<file path="config.mk">
export PLATFORM = sky130hd
export DESIGN_NAME = dmem_copy_engine
export DESIGN_NICKNAME = d
export VERILOG_FILES = /design/src/rtl/dmem_copy_engine.sv
export SDC_FILE = /design/constraint.sdc
export NUM_CORES = 1
export LEC_CHECK = 0
export ABC_AREA = 1
export CAP_MARGIN = 30
export CORE_AREA = 2 2 172 174
export CTS_CLUSTER_SIZE = 40
export DETAILED_ROUTE_END_ITERATION = 8
export DIE_AREA = 0 0 174 176
export PLACE_DENSITY = 0.51
export SYNTH_ARGS = -nofsm -noshare
export SYNTH_HDL_FRONTEND = slang
export SYNTH_SLANG_ARGS = --single-unit
</file>
<file path="constraint.sdc">
create_clock -name clk_i -period 3.65 [get_ports clk_i]
set_clock_uncertainty 0.1 [all_clocks]
set_input_delay 0.73 -clock clk_i [delete_from_list [all_inputs] [get_ports clk_i]]
set_output_delay 0.73 -clock clk_i [all_outputs]
set_load 0.1 [all_outputs]
</file>
<file path="src/rtl/dmem_copy_engine.sv">
// dmem_copy_engine: block-copy master for the byte-addressed data memory.
// Moves len bytes src->dst in word/half/byte chunks, one read then one write each.
module dmem_copy_engine #(
    parameter int LEN_W = 16
) (
    input  logic             clk_i,
    input  logic             rst_i,
    input  logic             start_i,
    input  logic [31:0]      src_i,
    input  logic [31:0]      dst_i,
    input  logic [LEN_W-1:0] len_i,
    output logic             busy_o,
    output logic             done_o,
    output logic [31:0]      addr_o,
    output logic [1:0]       MemRead_o,
    output logic [1:0]       MemWrite_o,
    output logic [31:0]      WriteData_o,
    input  logic [31:0]      ReadData_i
);

    typedef enum logic [1:0] {
        S_IDLE,
        S_READ,
        S_WRITE,
        S_DONE
    } state_t;

    state_t           r_state;
    state_t           w_next;
    logic [31:0]      r_src;
    logic [31:0]      r_dst;
    logic [31:0]      r_buf;
    logic [LEN_W-1:0] r_rem;

    logic [1:0]       w_code;
    logic [2:0]       w_n;
    logic [31:0]      w_n_addr;
    logic [LEN_W-1:0] w_n_len;

    // Largest access that still fits in the remaining byte count.
    always_comb begin
        w_code = 2'd0;
        w_n    = 3'd0;
        if (r_rem >= LEN_W'(4)) begin
            w_code = 2'd3;
            w_n    = 3'd4;
        end else if (r_rem >= LEN_W'(2)) begin
            w_code = 2'd2;
            w_n    = 3'd2;
        end else if (r_rem == LEN_W'(1)) begin
            w_code = 2'd1;
            w_n    = 3'd1;
        end
    end

    assign w_n_addr = {29'd0, w_n};
    assign w_n_len  = LEN_W'(w_n);

    // State register and copy datapath (cursors, remaining count, data buffer).
    always_ff @(posedge clk_i) begin
        if (rst_i) begin
            r_state <= S_IDLE;
            r_src   <= '0;
            r_dst   <= '0;
            r_rem   <= '0;
            r_buf   <= '0;
        end else begin
            r_state <= w_next;
            unique case (r_state)
                S_IDLE: begin
                    if (start_i) begin
                        r_src <= src_i;
                        r_dst <= dst_i;
                        r_rem <= len_i;
                    end
                end
                S_READ: begin
                    r_buf <= ReadData_i;
                end
                S_WRITE: begin
                    r_src <= r_src + w_n_addr;
                    r_dst <= r_dst + w_n_addr;
                    r_rem <= r_rem - w_n_len;
                end
                default: begin
                end
            endcase
        end
    end

    // Next-state selection; a zero-length start goes straight to DONE.
    always_comb begin
        w_next = r_state;
        unique case (r_state)
            S_IDLE: begin
                if (start_i) begin
                    w_next = (len_i == '0) ? S_DONE : S_READ;
                end
            end
            S_READ: begin
                w_next = S_WRITE;
            end
            S_WRITE: begin
                w_next = (r_rem == w_n_len) ? S_DONE : S_READ;
            end
            S_DONE: begin
                w_next = S_IDLE;
            end
            default: begin
                w_next = S_IDLE;
            end
        endcase
    end

    // Memory-port outputs decoded from state; accesses are masked during reset.
    always_comb begin
        busy_o      = 1'b0;
        done_o      = 1'b0;
        addr_o      = '0;
        MemRead_o   = 2'd0;
        MemWrite_o  = 2'd0;
        WriteData_o = '0;
        unique case (r_state)
            S_READ: begin
                busy_o    = 1'b1;
                addr_o    = r_src;
                MemRead_o = w_code;
            end
            S_WRITE: begin
                busy_o      = 1'b1;
                addr_o      = r_dst;
                MemWrite_o  = w_code;
                WriteData_o = r_buf;
            end
            S_DONE: begin
                done_o = 1'b1;
            end
            default: begin
            end
        endcase
        if (rst_i) begin
            MemRead_o  = 2'd0;
            MemWrite_o = 2'd0;
        end
    end

endmodule

</file>
Word level (Yosys, flattened, before mapping)
Index checks and enable logic that the tools add are counted.
{"block": "classes", "add_sub_neg": 3, "mux": 24, "order_cmp": 2, "n_eq_ne": 6, "reduce_logical": 5}
{"op": "$pmux W32 S2", "count": 3}
{"op": "$mux W32", "count": 3}
{"op": "$add A32 B3 Y32", "count": 2}
{"op": "$pmux W16 S2", "count": 1}
{"op": "$mux W2", "count": 10}
{"op": "$eq A16 B1 Y1 const B", "count": 1}
{"op": "$eq A16 B3 Y1", "count": 1}
{"op": "$ge A16 B2 Y1 const B", "count": 1}
{"op": "$ge A16 B3 Y1 const B", "count": 1}
{"op": "$logic_not A16 Y1", "count": 1}
{"op": "$mux W16", "count": 1}
{"op": "$sub A16 B3 Y16", "count": 1}
{"op": "$pmux W2 S4", "count": 1}
{"op": "$eq A2 B2 Y1 const B", "count": 2}
{"op": "$mux W1", "count": 4}
{"op": "$mux W3", "count": 1}
{"op": "$eq A2 B1 Y1 const B", "count": 1}
{"op": "$logic_not A2 Y1", "count": 1}
{"op": "$ne A2 B2 Y1 const B", "count": 1}
{"op": "$reduce_and A2 Y1", "count": 1}
{"op": "$reduce_bool A2 Y1", "count": 1}
{"op": "$reduce_or A2 Y1", "count": 1}
{"block": "totals", "inputBits": 115, "output_inout_bits": 70, "elab_cells": 45, "reg_bits": 114}

Longest topological paths before layout
Gate-level depths: netlist (run 1).
{"block": "logic_depth", "word_depth": 7, "ltp_mapped": 20, "depth_no_buf": 20}

Worst setup path before layout (run 1)
OpenSTA, ideal clock, no wires.
{"block": "synth_path", "path_type": "register to output", "start": "reg r_state[0]", "end": "out MemWrite_o[1]", "setup_slack_ns": -0.406, "t_arrival_ns": 3.226, "required_ns": 2.820, "stages_incl_launch_ff": 9, "cell_sequence": "dfxtp_1 inv_1 ha_1 buf_4 inv_2 buf_2 buf_2 buf_2 nor3_1"}
{"block": "synth_between", "elab_chain_cells": 3}
{"item": "from (decl)", "line_no": "28", "rtl": "state_t r_state;"}
{"item": "from (signal assigned)", "line_no": "68", "rtl": "r_state <= w_next;"}
{"item": "$eq A2 B2 Y1", "line_no": "123", "rtl": "unique case (r_state)"}
{"item": "$mux W2", "line_no": "123"}
{"item": "$mux W2", "line_no": "141", "rtl": "if (rst_i) begin"}
{"item": "to (decl)", "line_no": "16", "rtl": "output logic [1:0] MemWrite_o,"}
No other way between the ends.

Final worst setup path (run 1)
{"block": "layout_path", "start": "reg r_rem[8]", "end": "reg r_dst[22]"}
{"block": "layout_between", "elab_chain_cells": 6}
{"item": "from (decl)", "line_no": "33", "rtl": "logic [LEN_W-1:0] r_rem;"}
{"item": "from (signal assigned)", "line_no": "74", "rtl": "r_rem <= len_i;"}
{"item": "from (signal assigned)", "line_no": "83", "rtl": "r_rem <= r_rem - w_n_len;"}
{"item": "parallel branches: the longest is 3 deep, another holds $ge A16 B2 Y1"}
{"item": "$mux W3 (*)", "line_no": "44", "rtl": "if (r_rem >= LEN_W'(4)) begin"}
{"item": "$add A32 B3 Y32 (*)", "line_no": "82", "rtl": "r_dst <= r_dst + w_n_addr;"}
{"item": "$pmux W32 S2 (*)", "line_no": "69", "rtl": "unique case (r_state)"}
{"item": "to (signal assigned)", "line_no": "73", "rtl": "r_dst <= dst_i;"}
{"item": "to (signal assigned)", "line_no": "82"}
{"item": "to (decl)", "line_no": "31", "rtl": "logic [31:0] r_dst;"}
Every way passes the cells marked *.
A chain may end at the register's enable or synchronous reset.

==> flow_metrics.py, run 1 <==
metrics = {
    "logic_synthesis": {
        "ys_seq_area_frac": 0.287,
        "synth_cells": 1391,
        "synth.cell_area_um2": 7960,
        "yosysWarnings": 0,
        "syn_nets": 1522,
        "async_flop_share": 0,
        "ys_ff_latch": 114,
        "synthFlopType": "dfxtp_1",
        "synth_cell_types": 38,
        "synth_edf_count": 0,
        "avgSynthCellArea_um2": 5.72,
    },
    "finish": {
        "seq_area_um2": 2280,
        "syn2layout_area_growth_pct": 34.0,
        "final_core_util": 0.374,
        "fin_cells": 1935,
        "antenna_cells": 0,
        "final_cell_area_um2": 10700,
        "layout.nets": 1670,
        "nFillCells": 3223,
        "multi_input_comb_area_um2": 4890,
        "final_layout_size_suffix_gt1_frac": 0.0890,
    },
    "die": {
        "rows": 62,
        "core_area_um2": 28500,
        "io_pins": 185,
        "start_util": 0.279,
        "die_area_um2": 30600,
        "die_w_um": 174,
        "die_height_um": 176,
    },
    "power": {
        "p_leak_nw": 4.57,
        "finalPower_mw": 4.88,
        "irDropWorstVdd_uv": 334,
        "powerDensity_nw_per_um2": 457,
    },
    "sta": {
        "hold_viol_final": 0,
        "tightest_slew_ps": 886,
        "slew_viol_final": 0,
        "setup-tns-final_ps": 0,
        "fin_crit_ps": 3280,
        "max_slew_margin": 0.410,
        "setup_ws_ps": 374,
        "rsz0062_at_grt": "no",
        "max_freq_mhz": 305,
        "setup_viol": 0,
        "finalCritPeriodShare": 0.897,
        "timing.hold.ws_ps": 368,
    },
    "drt": {
        "first_pass_iters": 5,
        "routedWlPerCell_um": 15.6,
        "vias": 9261,
        "vias_per_cell": 4.79,
        "dr.first_iter.drc_count": 789,
        "drc": 0,
        "ant_nets": 0,
        "routed_wl_mm": 30.2,
    },
    "grt": {
        "gr-total-overflow": 0,
        "antenna_found_initial": 0,
        "grt_pass1_wl_mm": 47.5,
        "grt_pass1_vias": 8564,
        "grtUsageTotal": 0.196,
        "grt_max_degree": 84,
    },
    "placed_design": {
        "preCtsSetupSlack_ps": 252,
        "io_buffers": 184,
        "hpwl_mm": 22.1,
        "dp_cells": 1904,
        "place_area_um2": 10000,
        "gp_congestion": 0.872,
    },
    "worst_hold_path": {
        "hp-start": "r_rem[14]",
        "min_to": "r_rem[14]",
        "holdPathStages": 2,
        "hp-class": "flip-flop to flip-flop",
    },
    "clocking": {
        "cts_root_buf": "clkbuf_16",
        "cts_made_buffers": 17,
        "cts_tree": "built",
        "clock_path_buffers": 2,
        "clock_latency_ps": 420,
        "clkTransAtPathRegs_ps": 60,
        "ctsHoldBuffers": 0,
        "htreeDepth": 4,
        "cts.sinks": 114,
    },
    "run_status": {
        "status": "complete, no violations",
    },
    "worst_setup_path": {
        "startpoint_type": "flip-flop",
        "cp.required_ps": 3860,
        "reg2regPathDepth": 20,
        "cp-end-kind": "flip-flop",
        "r2r_slack_ps": 370,
        "worst-path-max-fanout": 6,
        "r2r-start": "r_rem[8]",
        "arrival_ps": 3480,
        "r2r_end": "r_dst[22]",
        "criticalPathCategory": "flip-flop to flip-flop",
    },
    "flow_run": {
        "cap_violations": 0,
    },
}
[final cells by class]
class / count / share of cell area
Inverter: 135 / 0.0475
Timing Repair Buffer: 199 / 0.176
Clock inverter: 8 / 0.0141
Clock buffer: 23 / 0.0457
Tap cell: 384 / 0.0450
Sequential cell: 114 / 0.214
Multi-Input combinational cell: 1072 / 0.458
[placed cells by master (no fill, tap or decap), types with 3 or more instances in the layout]
master	synthesis	final
bufinv_16	0	4
inv_1	131	131
a211oi_1	7	7
nand2_1	397	395
o21ai_0	109	109
fa_1	3	3
or2_2	9	9
o211ai_1	9	9
buf_4	4	78
clkdlybuf4s50_1	0	114
nand4_1	18	18
dfxtp_1	114	114
clkbuf_16	0	17
ha_1	13	11
nor2_1	268	267
buf_12	0	6
nand3b_1	6	6
nor3_1	11	8
nand2_2	1	3
clkbuf_8	0	4
a21oi_1	104	104
a31oi_1	11	11
nand3_1	87	87
[sequential cells by signal (all words and copies together) (netlist names)]
name,cells
r_buf,32
r_rem,16
r_state,2
r_src,32
r_dst,32
[routing by layer]
metal	up-vias	part of all wire	GRT usage	wire (um)
met3	38	0.048	0.0355	1460
met5	-	0	0	0
li1	4755	-	-	-
met4	0	0.024	0.0616	737
met2	250	0.47	0.315	14000
met1	4218	0.46	0.267	13900
[worst max path at each step]
stage	startpoint	to	slack [ps]
3_3_place_gp	r_rem[8]	r_dst[22]	370
3_5_place_dp	r_rem[8]	r_dst[22]	250
2_1_floorplan	r_state[0]	addr_o[0]	-370
5_1_grt	r_rem[4]	r_dst[22]	9
4_1_cts	r_rem[8]	r_dst[22]	200
6_report	r_rem[8]	r_dst[22]	370
[kinds of logic (layout without fill, tap and decap cells)]
family / count (synthesis) / in the layout / share of synthesized area
AND/OR/NAND/NOR: 803 / 803 / 0.410
AO/OA/AOI/OAI: 251 / 251 / 0.168
buffers and inverters: 205 / 365 / 0.105
flip-flops: 114 / 114 / 0.287
adder cells (fa/ha/maj): 16 / 16 / 0.0280
XOR/XNOR: 2 / 2 / 0.00220
[Yosys cell counts (all sizes together), types with 10 or more instances]
| cell | count | area [um2] |
|---|---|---|
| nand2 | 398 | 1500 |
| nor3 | 12 | 71.3 |
| ha | 13 | 163 |
| nor2 | 271 | 1030 |
| o21ai | 109 | 546 |
| clkbuf | 39 | 149 |
| a31oi | 11 | 68.8 |
| dfxtp | 114 | 2280 |
| or2 | 10 | 62.6 |
| a21oi | 104 | 521 |
| inv | 133 | 499 |
| nand4 | 18 | 113 |
| buf | 31 | 178 |
| nand3 | 87 | 435 |
[report_power, final]
group	switching, mW	leakage [nW]	total [mW]	internal [mW]
Sequential	0.198	0.940	1.61	1.41
Clock	0.641	0.309	1.85	1.21
Combinational	0.934	3.32	1.42	0.481
Total	1.77	4.57	4.88	3.10
[critical path: stages, from the launching register on]
cell and delay [ps]:
dfxtp_1 340, nor2_1 240, nand2_1 90, nor2_1 210, nand2_2 170, nor3_4 190, ha_1 210, inv_1 70
fa_1 370, inv_1 100, nand2_1 50, nand2_1 80, nand2_1 100, inv_1 100, nand2_1 90, nor2_1 260
nand2_1 120, nand3_1 90, nand2_1 50, nor2_1 90, nor2_1 50
[what timing repair did]
| action | in CTS | in global routing |
|---|---|---|
| gates resized for setup | 0 | 4 |
| setup endpoints to repair | 0 | 16 |
| endpoints found under the hold margin | 0 | 0 |
| buffers inserted | 0 | 0 |
Note: power is estimated with default switching activity, not from simulation.
==> inputs of run 2 (changes only) <==
- PLACE_DENSITY: 0.51 -> 0.45
==> run 2 against run 1 <==
  * Power down 0.30%
  * Core utilization rose by 0.49 points
  * Cell area increased by 1.3%
  * Critical path depth is 14 lower
  * Sequential power is essentially flat
  * Sequential share of layout area is 0.27 points lower
  * Combinational power about the same
  * Global-route usage grew 0.37 points
  * Register-to-register slack improved by 60 ps
  * Clock power about the same
  * Non-clock buffer count fell by 1
  * Highest routed layer unchanged
==> flow_metrics.py, run 2 (synthesized netlist as in run 1, its figures left out) <==
metrics = {
    "die": {
        "core_area_um2": 28500,
        "rows": 62,
        "die_area_um2": 30600,
        "die_w_um": 174,
        "start_util": 0.279,
        "die_height_um": 176,
        "io_pins": 185,
    },
    "grt": {
        "gr-total-overflow": 0,
        "grt_max_degree": 82,
        "antenna_found_initial": 1,
        "grtUsageTotal": 0.200,
        "grt_pass1_vias": 8576,
        "grt_pass1_wl_mm": 48.4,
    },
    "placed_design": {
        "hpwl_mm": 22.5,
        "dp_cells": 1903,
        "io_buffers": 184,
        "place_area_um2": 10200,
        "gp_congestion": 0.862,
    },
    "flow_run": {
        "cap_violations": 0,
    },
    "sta": {
        "max_freq_mhz": 306,
        "timing.hold.ws_ps": 369,
        "hold_viol_final": 0,
        "finalCritPeriodShare": 0.896,
        "tightest_slew_ps": 897,
        "setup_viol": 0,
        "max_slew_margin": 0.402,
        "fin_crit_ps": 3270,
        "rsz0062_at_grt": "no",
        "slew_viol_final": 0,
        "setup-tns-final_ps": 0,
    },
    "drt": {
        "vias": 9129,
        "drc": 0,
        "routedWlPerCell_um": 15.9,
        "dr.first_iter.drc_count": 627,
        "vias_per_cell": 4.72,
        "ant_nets": 0,
        "routed_wl_mm": 30.8,
        "first_pass_iters": 5,
    },
    "finish": {
        "final_cell_mix": "395 x nand2_1, 265 x nor2_1, 131 x inv_1, 114 x dfxtp_1, 113 x clkdlybuf4s50_1",
        "fin_cells": 1935,
        "nFillCells": 3201,
        "multi_input_comb_area_um2": 4890,
        "final_cell_area_um2": 10800,
        "seq_area_um2": 2280,
        "final_layout_size_suffix_gt1_frac": 0.0916,
        "syn2layout_area_growth_pct": 35.8,
        "layout.nets": 1669,
        "mostFrequentLayoutCell": "nand2_1",
        "top_regs": "r_buf (32), r_dst (32), r_src (32)",
    },
    "power": {
        "irDropWorstVdd_uv": 297,
        "finalPower_mw": 4.86,
        "powerDensity_nw_per_um2": 450,
        "p_leak_nw": 4.60,
    },
    "worst_setup_path": {
        "worst-path-buf-inv": 4,
        "startpoint_type": "flip-flop",
        "cp_common_cell": "inv_1",
        "slowest_delay_ps": 590,
        "cp_top_family": "buffers and inverters",
        "cp-startpoint": "r_state[1]",
        "cp.required_ps": 2820,
        "r2r-start": "r_rem[8]",
        "arrival_ps": 2440,
        "crit_slowest_cell": "inv_1",
        "cp-end-kind": "output port",
        "cp_cell_sequence": "inv_1, ha_1, inv_1, buf_4, a21oi_1, buf_12",
        "criticalPathCategory": "flip-flop to output port",
        "worst-path-max-fanout": 21,
    },
    "clocking": {
        "clkTransAtPathRegs_ps": 60,
        "cts.sinks": 114,
        "clock_path_buffers": 2,
        "htreeDepth": 4,
        "cts_root_buf": "clkbuf_16",
        "cts_tree": "built",
        "clock_latency_ps": 420,
        "ctsHoldBuffers": 0,
        "cts_made_buffers": 17,
    },
    "worst_hold_path": {
        "hp-start": "r_rem[14]",
        "hp-class": "flip-flop to flip-flop",
    },
    "run_status": {
        "status": "complete, no violations",
    },
}
==> run 2: per-layer routing <==
| metal | routed length (um) | up-vias | part of all wire | GRT usage |
|---|---|---|---|---|
| met2 | 14100 | 201 | 0.46 | 0.317 |
| li1 | - | 4760 | - | - |
| met3 | 1120 | 15 | 0.036 | 0.0276 |
| met4 | 290 | 0 | 0.0094 | 0.0417 |
| met5 | 0 | - | 0 | 0 |
| met1 | 15400 | 4153 | 0.50 | 0.288 |
==> run 2: path summary, 6_finish.rpt <==
| path | to | slack [ps] | depth (start not counted) |
|---|---|---|---|
| max | addr_o[27] | 380 | 6 |
| min | r_rem[14] | 370 | 2 |
| max reg2reg | r_dst[24] | 430 | 20 |
| min reg2reg | r_rem[14] | 370 | 2 |
==> run 2: worst min-delay path, delay by kind of cell, from the launching register on <==
kind	cells	cell delay, ps
AO/OA/AOI/OAI	1	60
flip-flops	1	310
AND/OR/NAND/NOR	1	60
==> run 2: what timing repair did <==
action,4_1_cts,5_1_grt
setup endpoints to repair,0,26
setup buffers,0,0
resized for setup,0,6
==> run 2: through the flow <==
step	setup slack [ps]	util
2_1_floorplan	-371	-
3_3_place_gp	339	0.356
3_5_place_dp	218	0.356
4_1_cts	185	0.378
5_1_grt	54.3	0.379
6_report	380	0.379
==> run 2: report_power, final <==
| group | internal (mW) | switching, mW | leakage, nW |
|---|---|---|---|
| sequential | 1.41 | 0.196 | 0.940 |
| clock | 1.19 | 0.639 | 0.309 |
| combinational | 0.486 | 0.943 | 3.35 |
| total | 3.09 | 1.78 | 4.60 |
==> run 2: cell type report <==
cell class / instances / area share
Sequential cell: 114 / 0.211
Clock buffer: 21 / 0.0435
Multi-Input combinational cell: 1072 / 0.453
Timing Repair Buffer: 198 / 0.187
Tap cell: 384 / 0.0444
Inverter: 135 / 0.0469
Clock inverter: 10 / 0.0145
Antenna cell: 1 / 0.000232
==> inputs of run 3 (changes only) <==
- CORE_AREA: 2 2 172 174 -> 2 2 128 130
- CTS_CLUSTER_SIZE: 40 -> 28
- DIE_AREA: 0 0 174 176 -> 0 0 130 132
- PLACE_DENSITY: 0.45 -> 0.77
==> run 3 against run 2 <==
  * Clock power about the same
  * Combinational power is essentially flat
  * Critical path depth is 12 higher
  * Flip-flop and latch count unchanged
  * Sequential share of layout area is 0.43 points higher
  * Critical endpoint is now r_dst[14]
  * Register-to-register slack worse by 100 ps
  * Global-route usage rose by 10 points
  * Sequential power is essentially flat
  * Cell area is 2.0% lower
  * Setup slack got worse by 53 ps
  * Power is 0.16% higher
==> flow_metrics.py, run 3 (synthesized netlist as in run 1, its figures left out) <==
metrics = {
    "run_status": {
        "status": "complete, no violations",
    },
    "placed_design": {
        "io_buffers": 184,
        "dp_cells": 1736,
        "gp_congestion": 0.962,
        "hpwl_mm": 19.1,
        "preCtsSetupSlack_ps": 350,
    },
    "clocking": {
        "cts_root_buf": "clkbuf_16",
        "clock_path_buffers": 2,
        "clock_latency_ps": 410,
        "cts.sinks": 114,
        "clkTransAtPathRegs_ps": 60,
        "htreeDepth": 4,
        "ctsHoldBuffers": 0,
        "cts_tree": "built",
        "cts_made_buffers": 17,
    },
    "finish": {
        "antenna_cells": 0,
        "mostFrequentLayoutCell": "nand2_1",
        "final_cell_mix": "396 x nand2_1, 268 x nor2_1, 131 x inv_1, 114 x clkdlybuf4s50_1, 114 x dfxtp_1",
        "nFillCells": 1490,
        "fin_cells": 1768,
        "top_regs": "r_buf (32), r_dst (32), r_src (32)",
        "syn2layout_area_growth_pct": 33.1,
        "layout.nets": 1670,
        "final_layout_size_suffix_gt1_frac": 0.0876,
    },
    "worst_hold_path": {
        "hp-class": "flip-flop to flip-flop",
    },
    "worst_setup_path": {
        "cp_top_family": "simple AND/OR/NAND/NOR gates",
        "crit_slowest_cell": "fa_1",
        "cp_cell_sequence": "nor2_1, nand2_1, nor2_1, nand2_1, nor3_2, ha_1, inv_1, fa_1, inv_1, nand2_1, nand2_1, nand2_1, nor2_4, nand2_1, o21ai_0, nand3_1, nand2_1, nor2_1",
        "startpoint_type": "flip-flop",
        "arrival_ps": 3520,
        "cp-end-kind": "flip-flop",
        "worst-path-max-fanout": 6,
        "slowest_delay_ps": 360,
        "cp_common_cell": "nand2_1",
        "cp.required_ps": 3850,
        "worst-path-buf-inv": 2,
        "criticalPathCategory": "flip-flop to flip-flop",
    },
    "power": {
        "combPwrFrac": 0.290,
        "irDropWorstVdd_uv": 344,
        "p_switching_mw": 1.73,
        "p_seq_frac": 0.330,
        "powerDensity_nw_per_um2": 460,
        "swShare": 0.354,
        "clkPwrFrac": 0.380,
        "finalPower_mw": 4.87,
        "intPower_mw": 3.15,
        "p_leak_nw": 4.60,
    },
    "sta": {
        "fin_crit_ps": 3320,
        "hold_viol_final": 0,
        "max_freq_mhz": 301,
        "setup_ws_ps": 328,
        "setup_viol": 0,
        "timing.hold.ws_ps": 373,
        "setup-tns-final_ps": 0,
        "tightest_slew_ps": 850,
        "finalCritPeriodShare": 0.910,
        "max_slew_margin": 0.433,
        "slew_viol_final": 0,
        "rsz0062_at_grt": "no",
    },
    "die": {
        "die_area_um2": 17200,
        "die_w_um": 130,
        "core_area_um2": 15700,
        "io_pins": 185,
        "die_height_um": 132,
        "rows": 46,
        "start_util": 0.507,
    },
    "grt": {
        "grtUsageTotal": 0.304,
        "grt_pass1_wl_mm": 42.3,
        "gr-total-overflow": 0,
        "grt_max_degree": 84,
        "antenna_found_initial": 0,
        "grt_pass1_vias": 8458,
    },
    "drt": {
        "ant_nets": 0,
        "routed_wl_mm": 26.7,
        "vias": 9542,
        "vias_per_cell": 5.40,
        "first_pass_iters": 6,
        "dr.first_iter.drc_count": 1094,
        "drc": 0,
        "routedWlPerCell_um": 15.1,
    },
    "flow_run": {
        "cap_violations": 0,
    },
}
## run 3: final cells by class
cell class,instances,area [um2],share of cell area
repair buffers,199,2010,0.190
clock buffers,22,464,0.0438
well taps,216,270,0.0255
clock inverters,10,180,0.0170
multi-input cells,1072,4880,0.460
flip-flops and latches,114,2280,0.215
inverters,135,507,0.0478
## run 3: through the flow
stage                     utilization  area [um2]
final                           0.674       10600
after global routing            0.674       10600
after CTS                       0.674       10600
after detailed placement        0.633        9940
after global placement          0.630        9900
after floorplan                     -        7970
## run 3: power by group through the flow
stage / sequential (mW) / combinational, mW / clock [mW]
floorplan: 1.55 / 0.999 / 0
global placement: 1.61 / 1.35 / 0
CTS: 1.59 / 1.40 / 1.86
global route: 1.63 / 1.55 / 1.91
detailed placement: 1.62 / 1.39 / 0
finish: 1.61 / 1.41 / 1.85
## run 3: worst register-to-register path, cell delays in order (launching register included)
cell	delay, ps
dfxtp_1	340
nor2_1	250
nand2_1	100
nor2_1	180
nand2_1	210
nor3_2	240
ha_1	220
inv_1	70
fa_1	360
inv_1	90
nand2_1	50
nand2_1	70
nand2_1	100
nor2_4	160
nand2_1	110
o21ai_0	280
nand3_1	140
nand2_1	100
nor2_1	40
## run 3: routing by layer
metal  up-vias  global-route usage  share of wire
li1       4758                   -              -
met4         0              0.0783          0.022
met5         -                   0              0
met3        51              0.0507          0.075
met1      4350               0.419           0.44
met2       383               0.493           0.46
## run 3: final timing paths
kind                            startpoint   endpoint  slack, ps  cells after the start
worst max register to register    r_rem[8]  r_dst[14]        330                     18
worst max-delay path              r_rem[8]  r_dst[14]        330                     18
worst min register to register   r_rem[14]  r_rem[14]        370                      2
worst min-delay path             r_rem[14]  r_rem[14]        370                      2
## run 3: timing repair
| item | 4_1_cts | 5_1_grt |
|---|---|---|
| gates resized for setup | 0 | 1 |
| setup endpoints to repair | 0 | 5 |
| endpoints found under the hold margin | 0 | 0 |
| setup buffers | 0 | 0 |
==> variant 1: new RTL, flow settings as in run 1 <==
Encoding of `state_t`: now Gray code (2 bits for 4 states).
--- a/src/rtl/dmem_copy_engine.sv
+++ b/src/rtl/dmem_copy_engine.sv
@@ -21,6 +21,6 @@
     typedef enum logic [1:0] {
-        S_IDLE,
-        S_READ,
-        S_WRITE,
-        S_DONE
+        S_IDLE  = 2'b00,
+        S_READ  = 2'b01,
+        S_WRITE = 2'b11,
+        S_DONE  = 2'b10
     } state_t;
Check against the original RTL: same outputs for any inputs over 4 cycles, from zero or initial values and one cycle with rst_i high; so few cycles prove little.
==> variant 1 against run 1 <==
First-iteration DRC count decreased by 8.0%; clock power shrank 6%; worst setup slack improved by 0.0015 ns; power fell by 11%; maximum frequency about the same; design area about the same; sequential cell count did not move; routed wire length is 5.3% lower; sequential power fell by 7%; cell count shrank 4.3%; synthesized cell count fell by 5.9%; area after synthesis fell by 3.9%; critical path type unchanged; critical endpoint is now r_rem[11]$_SDFFE_PP0P_; largest cell class unchanged.
==> variant 1: results (changes against run 1) <==
| Metric | Value |
|---|---|
| Seq/Total Area, Yosys | 29.8% (+1.2 points) |
| Final WL | 28,500 um (-5.3%) |
| Non-Filler Instances | 1,852 (-4.3%) |
| Top-area cell type share of the netlist area | 29.8% (+1.2 points) |
| Synth cell count leaders | nand2_1, nor2_1, inv_1, o21ai_0, dfxtp_1 |
| Logic inverters | 154 (+14%) |
| Via density | 4.74 (-0.93%) |
| Worst flop-to-flop path endpoint | r_rem[11]$_SDFFE_PP0P_ |
| Combinational Power | 1.12 mW (-21%) |
| Avg Cell Area, Syn | 5.85 um2 (+2.2%) |
| Worst R2R Start | r_rem[12]$_SDFFE_PP0P_ |
| Largest net degree at the start of global routing | 157 (+87%) |
| Number of global-route vias before repair | 8,163 (-4.7%) |
| Signal buf overhead | 20.8% (+3.2 points) |
| P_leak | 4.20 nW (-8.1%) |
| Syn Nets | 1,436 (-5.7%) |
| Post-synthesis adder-cell area fraction | 2.26% (-0.54 points) |
| Netlist cell types | 34 (-11%) |
| Worst slack, placed | 0.409 ns (+0.156 ns) |
| Post-synthesis compound-gate area fraction | 20.7% (+3.8 points) |
| Placed cell areas | 10,100 um2 (+0.44%) |
| CLK BUF | 22 (-4.3%) |
| Iteration-0 DRC Markers | 726 (-8.0%) |
| Max VDD drop | 0.321 mV (-3.7%) |
| Clock-cell share | 5.66% (-0.32 points) |
| Worst Hold End | r_buf[11]$_SDFFE_PP0P_ |
| Number of non-clock buffers | 196 (-1.5%) |
| Gpl congestion | 0.825 (-5.4%) |
| Tot GR Track Use | 18.4% (-1.2 points) |
| Detail Placement HPWL | 20,600 um (-6.8%) |
| Final #Nets | 1,583 (-5.2%) |
| Critical path's slowest cell | nor2_1 |
| Initial antenna violation count | 0 (unchanged) |
| Hold Slack | 0.353 ns (-0.0152 ns) |
| Area occupied by multi-input gates | 4500 um2 (-7.9%) |
| Worst hold path startpoint | r_buf[11]$_SDFFE_PP0P_ |
| P_seq | 1.50 mW (-7%) |
| First-pass GRT wire length | 45,000 um (-5.3%) |
| Synth area leaders | dfxtp_1, nand2_1, nor2_1 |
| Share of cells above drive strength 1 | 8.45% (-0.45 points) |
| Status | finished, final reports clean |
| Comb_multi_in | 973 (-9.2%) |
| Fillcell total | 3,119 (-3.2%) |
| Placed insts | 1,821 (-4.4%) |
-- variant 1: layer usage --
layer  share of wire [%]  global-route usage, %  vias up
li1                    -                      -     4536
met1                  48                   25.6     3960
met2                  45                   29.2      260
met3                 5.4                   3.40       25
met4                 1.7                   4.69        0
met5                   0                      0        -
-- variant 1: worst max-delay path by stage --
stage / from / end / slack, ns / cells after the start
final: r_rem[12]$_SDFFE_PP0P_ / r_rem[11]$_SDFFE_PP0P_ / 0.38 / 15
after global routing: r_rem[13]$_SDFFE_PP0P_ / r_rem[14]$_SDFFE_PP0P_ / 0.009 / 17
after CTS: r_rem[12]$_SDFFE_PP0P_ / r_dst[24]$_SDFFE_PP0P_ / 0.38 / 16
after detailed placement: r_rem[12]$_SDFFE_PP0P_ / r_dst[24]$_SDFFE_PP0P_ / 0.41 / 16
after global placement: r_rem[12]$_SDFFE_PP0P_ / r_dst[24]$_SDFFE_PP0P_ / 0.51 / 16
after floorplan: r_state[0]$_SDFFE_PP0P_ / addr_o[20] / -0.39 / 6
==> variant 2: new RTL, flow settings as in run 1 <==
Made on the original files. Set the parameter `LEN_W` to 32 (it was 16).
--- a/src/rtl/dmem_copy_engine.sv
+++ b/src/rtl/dmem_copy_engine.sv
@@ -3,3 +3,3 @@
 module dmem_copy_engine #(
-    parameter int LEN_W = 16
+    parameter int LEN_W = 32
 ) (
Interface: changed (resized len_i); port bits go from 185 to 201. No check against the original RTL was run, so the function may have changed too.
==> variant 2 against run 1 <==
Sequential power up 17%; critical endpoint is now r_src[10]$_SDFFE_PP0P_; worst setup slack worse by 0.028 ns; design area up 18%; area after synthesis up 17%; power up 14%; sequential cell count up 16; critical path type unchanged; largest power group unchanged; utilization up 6.6 points; hold slack better by 0.014 ns; largest cell class unchanged; routed wire length up 13%.
==> variant 2: results (changes against run 1) <==
| Metric | Value |
|---|---|
| Initial antenna violation count | 1 (+1) |
| Post-synthesis adder-cell area fraction | 2.40% (-0.40 points) |
| Critical path's slowest cell | fa_1 |
| Port bufs | 200 (+8.7%) |
| Slew headroom | 37.0% (-3.9 points) |
| Worst R2R Path Depth | 19 (-5.0%) |
| Max stage delay on crit path | 0.41 ns (+0.04 ns) |
| Largest net degree at the start of global routing | 108 (+29%) |
| Final #Nets | 1,931 (+16%) |
| Met1 usage | 28.9% (+2.2 points) |
| Pre-antenna DRT Iters | 7 (+2) |
| Tot GR Track Use | 22.0% (+2.4 points) |
| Syn Nets | 1,777 (+17%) |
| Met3 GRT Util | 4.09% (+0.54 points) |
| Post-synth ARST share | 0% (unchanged) |
| Gpl congestion | 0.855 (-1.9%) |
| Status | finished, final reports clean |
| Root buffer cell | clkbuf_16 |
| Via density | 4.92 (+2.7%) |
| Main synth FF type | dfxtp_1 |
| Worst hold path startpoint | r_rem[12]$_SDFFE_PP0P_ |
| Post-synthesis compound-gate area fraction | 16.3% (-0.52 points) |
| Met3 WL post-DR | 1740 um (+19%) |
| Placed cell areas | 11,900 um2 (+19%) |
| Worst EP arrival | 3.55 ns (+0.07 ns) |
| First-pass GRT wire length | 53,900 um (+14%) |
| Wire per inst | 15.7 um (+0.56%) |
| Number of global-route vias before repair | 10,100 (+18%) |
| XOR/XNOR Fraction of Synth Area | 0.754% (+0.53 points) |
| Fillcell total | 3,119 (-3.2%) |
| Synth cell count leaders | nand2_1, nor2_1, inv_1, a21oi_1, dfxtp_1 |
| R2R setup slack | 0.35 ns (-0.03 ns) |
| Synth area leaders | dfxtp_1, nand2_1, nor2_1 |
| Worst slack, placed | 0.230 ns (-0.0224 ns) |
| CTS resizes | 0 (unchanged) |
| Iteration-0 DRC Markers | 740 (-6.2%) |
| Hold Slack | 0.382 ns (+0.0140 ns) |
| Seq/Total Area, Yosys | 28.0% (-0.67 points) |
| P_leak | 5.34 nW (+17%) |
| Worst Hold End | r_rem[12]$_SDFFE_PP0P_ |
| Detail Placement HPWL | 24,500 um (+11%) |
| Max VDD drop | 0.332 mV (-0.59%) |
| Crit-path max FO | 4 (-2) |
| Non-Filler Instances | 2,183 (+13%) |
| Wl on met1 | 15,800 um (+13%) |
| Worst flop-to-flop path endpoint | r_src[10]$_SDFFE_PP0P_ |
| Netlist cell types | 44 (+16%) |
| Syn Inst Count | 1,630 (+17%) |
| Met2 WL | 15,900 um (+13%) |
| Share of cells above drive strength 1 | 8.74% (-0.16 points) |
| Placed insts | 2,149 (+13%) |
| GR Util met2 | 36.2% (+4.8 points) |
variant 2: cell count changes in the layout (fill, tap and decap cells not counted), sizes merged, moves of 9 or more:
cell           delta
a21oi            +34
clkdlybuf4s50    +15
dfxtp            +16
inv              +34
nand2            +95
nand3b            +9
nor2             +27
variant 2: worst max path at each step:
stage | end | slack [ns] | depth (start not counted)
global route | r_src[14]$_SDFFE_PP0P_ | 0.01 | 21
CTS | r_src[14]$_SDFFE_PP0P_ | 0.20 | 20
floorplan | addr_o[0] | -0.38 | 5
detailed placement | r_src[14]$_SDFFE_PP0P_ | 0.23 | 20
finish | r_src[10]$_SDFFE_PP0P_ | 0.35 | 19
global placement | r_src[26]$_SDFFE_PP0P_ | 0.33 | 20
variant 2: layout make-up:
class / count / area (um2) / share of cell area, %
Timing Repair Buffer: 215 / 2470 / 19.6
Clock inverter: 15 / 198 / 1.57
Inverter: 163 / 614 / 4.89
Clock buffer: 17 / 425 / 3.39
Multi-Input combinational cell: 1257 / 5760 / 45.9
Antenna cell: 2 / 5.00 / 0.0399
Sequential cell: 130 / 2600 / 20.7
Tap cell: 384 / 480 / 3.83
variant 2: report_power, final:
group          switching, mW  internal [mW]
logic                   1.14          0.626
clock network          0.791           1.10
registers              0.247           1.63
variant 2: worst reg2reg max path, stage by stage (launching register included):
cell and delay, ns:
dfxtp_1 0.32, nor2_1 0.24, nand2_1 0.11, inv_1 0.08, nand2_1 0.05, nor3_1 0.13
nand3_1 0.16, nor3_4 0.21, ha_2 0.26, inv_1 0.07, fa_1 0.41, inv_1 0.12
nand3_1 0.07, nand2_1 0.14, nand2_1 0.15, inv_1 0.15, nand2_1 0.08, nor3_1 0.15
o21ai_0 0.09, a21oi_1 0.14
